File: src/rtl/qed_dup_scheduler.sv
// SQED original/duplicate instruction sequencer for picorv32 fetch.
// Optional macro QED_MEM_REMAP_EN: duplicates of loads/stores also target the upper memory half.
module qed_dup_scheduler #(
   parameter int DEPTH = 16,
   parameter int CNT_W = 8
) (
   input  logic             clk,
   input  logic             rst,
   input  logic [31:0]      ifu_instr,
   input  logic             ifu_valid,
   output logic             ifu_ready,
   input  logic             exec_dup,
   output logic [31:0]      qed_instr,
   output logic             qed_valid,
   input  logic             qed_ready,
   output logic             qed_mode,
   output logic [CNT_W-1:0] qed_orig_count,
   output logic [CNT_W-1:0] qed_dup_count,
   output logic             qed_check
);

   localparam int AW = $clog2(DEPTH);
   localparam logic [AW-1:0]    PTR_ONE  = 1;
   localparam logic [AW:0]      LVL_ONE  = 1;
   localparam logic [AW:0]      LVL_FULL = {1'b1, {AW{1'b0}}};
   localparam logic [CNT_W-1:0] CNT_ONE  = 1;
   localparam logic [CNT_W-1:0] CNT_MAX  = '1;

   localparam logic [6:0] OP_R      = 7'b0110011;
   localparam logic [6:0] OP_IALU   = 7'b0010011;
   localparam logic [6:0] OP_LOAD   = 7'b0000011;
   localparam logic [6:0] OP_STORE  = 7'b0100011;
   localparam logic [6:0] OP_BRANCH = 7'b1100011;
   localparam logic [6:0] OP_JALR   = 7'b1100111;
   localparam logic [6:0] OP_LUI    = 7'b0110111;
   localparam logic [6:0] OP_AUIPC  = 7'b0010111;
   localparam logic [6:0] OP_JAL    = 7'b1101111;
   localparam logic [6:0] OP_NOP    = 7'b1111111;

   typedef enum logic {ORIG, DUP} state_t;

   state_t           state, state_nxt;
   logic [31:0]      mem [DEPTH];
   logic [AW-1:0]    wr_ptr, rd_ptr;
   logic [AW:0]      level;
   logic             full, empty, sw, push, pop, last_pop;
   logic [31:0]      dup_instr;
   logic [CNT_W-1:0] orig_nxt, dup_nxt;

   // Originals use x0-x15 only, so setting bit 4 of a nonzero field maps xN to x(N+16).
   function automatic logic [31:0] remap(input logic [31:0] ins);
      logic [31:0] r;
      logic [2:0]  use_f;
      r     = ins;
      use_f = 3'b000;
      case (ins[6:0])
         OP_R:                     use_f = 3'b111;
         OP_IALU, OP_LOAD:         use_f = 3'b110;
         OP_STORE, OP_BRANCH:      use_f = 3'b011;
         OP_JALR:                  use_f = 3'b110;
         OP_LUI, OP_AUIPC, OP_JAL: use_f = 3'b100;
         default:                  use_f = 3'b000;
      endcase
      if (use_f[2] && ins[11:7]  != 5'd0) r[11] = 1'b1;
      if (use_f[1] && ins[19:15] != 5'd0) r[19] = 1'b1;
      if (use_f[0] && ins[24:20] != 5'd0) r[24] = 1'b1;
`ifdef QED_MEM_REMAP_EN
      if (ins[6:0] == OP_LOAD || ins[6:0] == OP_STORE) r[26] = 1'b1;
`endif
      return r;
   endfunction

   assign full      = (level == LVL_FULL);
   assign empty     = (level == '0);
   assign sw        = full || (exec_dup && !empty);
   assign dup_instr = remap(mem[rd_ptr]);
   assign qed_mode  = (state == DUP);

   always_comb begin
      state_nxt = state;
      ifu_ready = 1'b0;
      qed_valid = 1'b0;
      qed_instr = ifu_instr;
      push      = 1'b0;
      pop       = 1'b0;
      case (state)
         ORIG: begin
            if (sw) begin
               state_nxt = DUP;
            end else begin
               qed_valid = ifu_valid;
               ifu_ready = qed_ready;
               push      = ifu_valid && qed_ready && (ifu_instr[6:0] != OP_NOP);
            end
         end
         DUP: begin
            qed_instr = dup_instr;
            qed_valid = !empty;
            pop       = !empty && qed_ready;
            if (empty || (pop && level == LVL_ONE)) state_nxt = ORIG;
         end
         default: state_nxt = ORIG;
      endcase
   end

   assign last_pop = pop && (level == LVL_ONE);
   assign orig_nxt = (push && qed_orig_count != CNT_MAX) ? qed_orig_count + CNT_ONE : qed_orig_count;
   assign dup_nxt  = (pop && qed_dup_count != CNT_MAX) ? qed_dup_count + CNT_ONE : qed_dup_count;

   always_ff @(posedge clk or posedge rst) begin
      if (rst) begin
         state          <= ORIG;
         wr_ptr         <= '0;
         rd_ptr         <= '0;
         level          <= '0;
         qed_orig_count <= '0;
         qed_dup_count  <= '0;
         qed_check      <= 1'b0;
      end else begin
         state          <= state_nxt;
         qed_orig_count <= orig_nxt;
         qed_dup_count  <= dup_nxt;
         qed_check      <= last_pop && (orig_nxt == dup_nxt) && (dup_nxt != '0);
         if (push) begin
            wr_ptr <= wr_ptr + PTR_ONE;
            level  <= level + LVL_ONE;
         end else if (pop) begin
            rd_ptr <= rd_ptr + PTR_ONE;
            level  <= level - LVL_ONE;
         end
      end
   end

   // Storage needs no reset: pointers and level define which entries are live.
   always_ff @(posedge clk) begin
      if (push) mem[wr_ptr] <= ifu_instr;
   end

endmodule

File: config.mk
export PLATFORM = sky130hd
export DESIGN_NAME = qed_dup_scheduler
export DESIGN_NICKNAME = d
export VERILOG_FILES = /design/src/rtl/qed_dup_scheduler.sv
export SDC_FILE = /design/constraint.sdc
export NUM_CORES = 1
export LEC_CHECK = 0
export ABC_AREA = 1
export BUFFER_PORTS_ARGS = -buffer_cell sky130_fd_sc_hd__buf_2
export CAP_MARGIN = 20
export CORE_UTILIZATION = 40
export CTS_BUF_LIST = sky130_fd_sc_hd__clkbuf_8 sky130_fd_sc_hd__clkbuf_16
export DETAILED_ROUTE_END_ITERATION = 6
export SLEW_MARGIN = 5
export SYNTH_ARGS = -nofsm -noshare
export SYNTH_HDL_FRONTEND = slang
export SYNTH_SLANG_ARGS = --single-unit
File: constraint.sdc
create_clock -name clk -period 8.4 [get_ports clk]
set_clock_uncertainty 0.2 [all_clocks]
set_input_delay 1.26 -clock clk [delete_from_list [all_inputs] [get_ports clk]]
set_output_delay 1.26 -clock clk [all_outputs]
set_load 0.02 [all_outputs]
==> results_dict.tcl <==
set metrics [dict create \
    place_inst 2678 \
    io_pins 89 \
    synth_top_area_share_pct 67.7 \
    layout_common_cells "edfxtp_1 (512), nand2_1 (473), nor2_1 (211)" \
    power_density_nw_per_um2 341 \
    cts-resized-gates 0 \
    multi_input_area_um2 5720 \
    drcViolationCount 0 \
    drt-total-wl_mm 58.7 \
    holdCritPathClass "register to register" \
    cp_max_fo 96 \
    place.gp.congestion 0.794 \
    nets 2034 \
    routedWlPerCell_um 21.1 \
    yosysTopAreaCell "edfxtp_1" \
    power_leakage_nw 9.25 \
    detailedRoute.firstIterationViolations 1367 \
    n_fill_cell 5029 \
    max_slew.worst_pin.slew_ns 1.08 \
    areaGrowthSynthToFinish_pct 13.3 \
    vias_per_cell 5.32 \
    fin_crit_sh_pct 71.2 \
    start_kind "register" \
    dieArea_um2 57700 \
    yosysWarnings 0 \
    initial_utilization_pct 40.8 \
    yosysUniqueCellTypes 50 \
    grt_use_total_pct 20.6 \
    ys.flop_type "edfxtp_1" \
    regArea_um2 16200 \
    peakVddDrop_uv 188 \
    vias 14771 \
    insertion_delay_ns 0.62 \
    worstSetupPathType "register to output pin" \
    grt_pass1_wl_mm 87.7 \
    finalPower_mw 8.77 \
    layout-drive-gt1-share_pct 12.2 \
    clk_pin_slew_ns 0.06 \
    tns_ns 0 \
    rsz0062_at_grt "false" \
    period_needed_ns 5.98 \
    cp.arrival_ns 4.52 \
    fin_util_pct 46.2 \
    hold_violations 0 \
    avgSynthCellArea_um2 11.8 \
    required_ns 6.94 \
    layout.cells.most_common "edfxtp_1" \
    dr.pass1.iters 5 \
    ant_nets 0 \
    first_global_vias 14210 \
    dpl_worst_slack_ns 3.10 \
    chipWidth_um 240 \
    synth_area_um2 22700 \
    status "finished, final reports clean" \
    postCtsHoldBufs 0 \
    cp-end-kind "output pin" \
    yosys-top-cells-area "edfxtp_1 (68%), nand2_1 (7.8%), nor2_1 (3.7%), dfrtp_1 (3.4%), o21ai_0 (3.0%)" \
    clk_path_buf_depth 3 \
    cts.sinks 543 \
    synth-seq-area-share_pct 71.2 \
    postCtsSetupRepairBufs 0 \
    maxCapViolCount 0 \
    num_rows 86 \
    grt_overflow 0 \
    syn_nets 1964 \
    async_flop_share_pct 5.71 \
    cts_root_buffer "clkbuf_16" \
    antenna_found_initial 2 \
    setup_viol 0 \
    portBuffers 88 \
    synth-seq-cells 543 \
    core_um2 55600 \
    max_slew_margin_pct 28.3 \
    slew_violations 0 \
    fp.dieH_um 240 \
    cts_buffers 54 \
    dpl.hpwl_mm 29.0 \
    cts_tree "yes" \
    instances_no_fill 2779 \
    setup_ws_ns 2.42 \
    synthCells 1917 \
    max_freq_mhz 167 \
    grt_max_degree 101 \
    htreeDepth 2 \
    synth_edf_count 512 \
]
[critical path, cell delays in order (launching register included)]
cell and delay, ns:
dfrtp_4 0.72, inv_6 0.62, buf_4 0.67, nor2_1 0.08, nor2_1 0.09, o21ai_0 0.09
nand3_1 0.12, nand2_1 0.06, nand2_1 0.12, inv_1 0.09, nor2_2 0.13, nand2_1 0.08
nand2_1 0.09, o21bai_1 0.17, a21oi_1 0.35, buf_2 0.24
[cell families (layout without fill, tap and decap cells)]
logic type | Yosys count | in the layout | share of synthesized area [%]
simple gates | 819 | 819 | 14.7
flops | 543 | 543 | 71.2
compound gates | 335 | 335 | 8.75
buf+inv | 191 | 303 | 4.13
xor+xnor | 19 | 19 | 0.733
fa+ha+maj | 10 | 10 | 0.551
other cells | 0 | 2 | 0
[cell usage after synthesis, types with 6 or more instances]
cell type	count
a2111o_1	10
a2111oi_0	10
a21oi_1	72
a31oi_1	16
buf_2	38
buf_4	18
buf_6	13
clkbuf_1	33
dfrtp_1	31
edfxtp_1	512
ha_1	10
inv_1	77
inv_2	6
nand2_1	473
nand3_1	81
nand4_1	14
nor2_1	225
o2111ai_1	6
o211ai_1	13
o21ai_0	135
o21ai_1	14
o221ai_1	9
o22ai_1	33
xor2_1	18
[area by class of cell]
cell class / instances / area share, %
Clock buffer: 57 / 5.46
Sequential cell: 543 / 62.9
Tap cell: 748 / 3.64
Multi-Input combinational cell: 1183 / 22.3
Inverter: 87 / 1.30
Antenna cell: 2 / 0.0195
Clock inverter: 41 / 1.81
Timing Repair Buffer: 118 / 2.64
[layer usage]
metal,vias to the layer above,wire (um),GRT usage [%]
li1,6902,-,-
met1,7294,25500,28.0
met2,470,28100,33.8
met3,105,3760,3.47
met4,0,1420,5.94
met5,-,0,0
[through the flow]
stage	cell area, um^2	hold WS (ns)
after floorplan	22700	0.264
after global placement	23800	0.290
after detailed placement	23800	0.290
after CTS	25700	0.302
after global routing	25700	0.309
final	25700	0.295
[where the power goes]
group | total (mW) | switching (mW) | internal (mW)
logic | 3.02 | 2.16 | 0.854
registers | 3.23 | 0.176 | 3.05
clock network | 2.53 | 1.02 | 1.51
[path summary, 6_finish.rpt]
path | from | slack, ns | end | cells past startpoint
max in group asynchronous | rst | 7.07 | rd_ptr[1] | 3
min in group asynchronous | rst | 0.54 | qed_orig_count[7] | 3
min reg2reg | level[3] | 0.30 | level[3] | 1
max | rd_ptr[0] | 2.42 | qed_instr[11] | 15
max reg2reg | level[0] | 5.09 | mem[10][0] | 10
min | level[3] | 0.30 | level[3] | 1
[state kept, by name, indices dropped and copies added (netlist names)]
| register | cells |
|---|---|
| level | 5 |
| rd_ptr | 4 |
| qed_mode | 1 |
| qed_dup_count | 8 |
| wr_ptr | 4 |
| mem | 512 |
| qed_check | 1 |
| qed_orig_count | 8 |
Power figures use the tool's default switching activity.
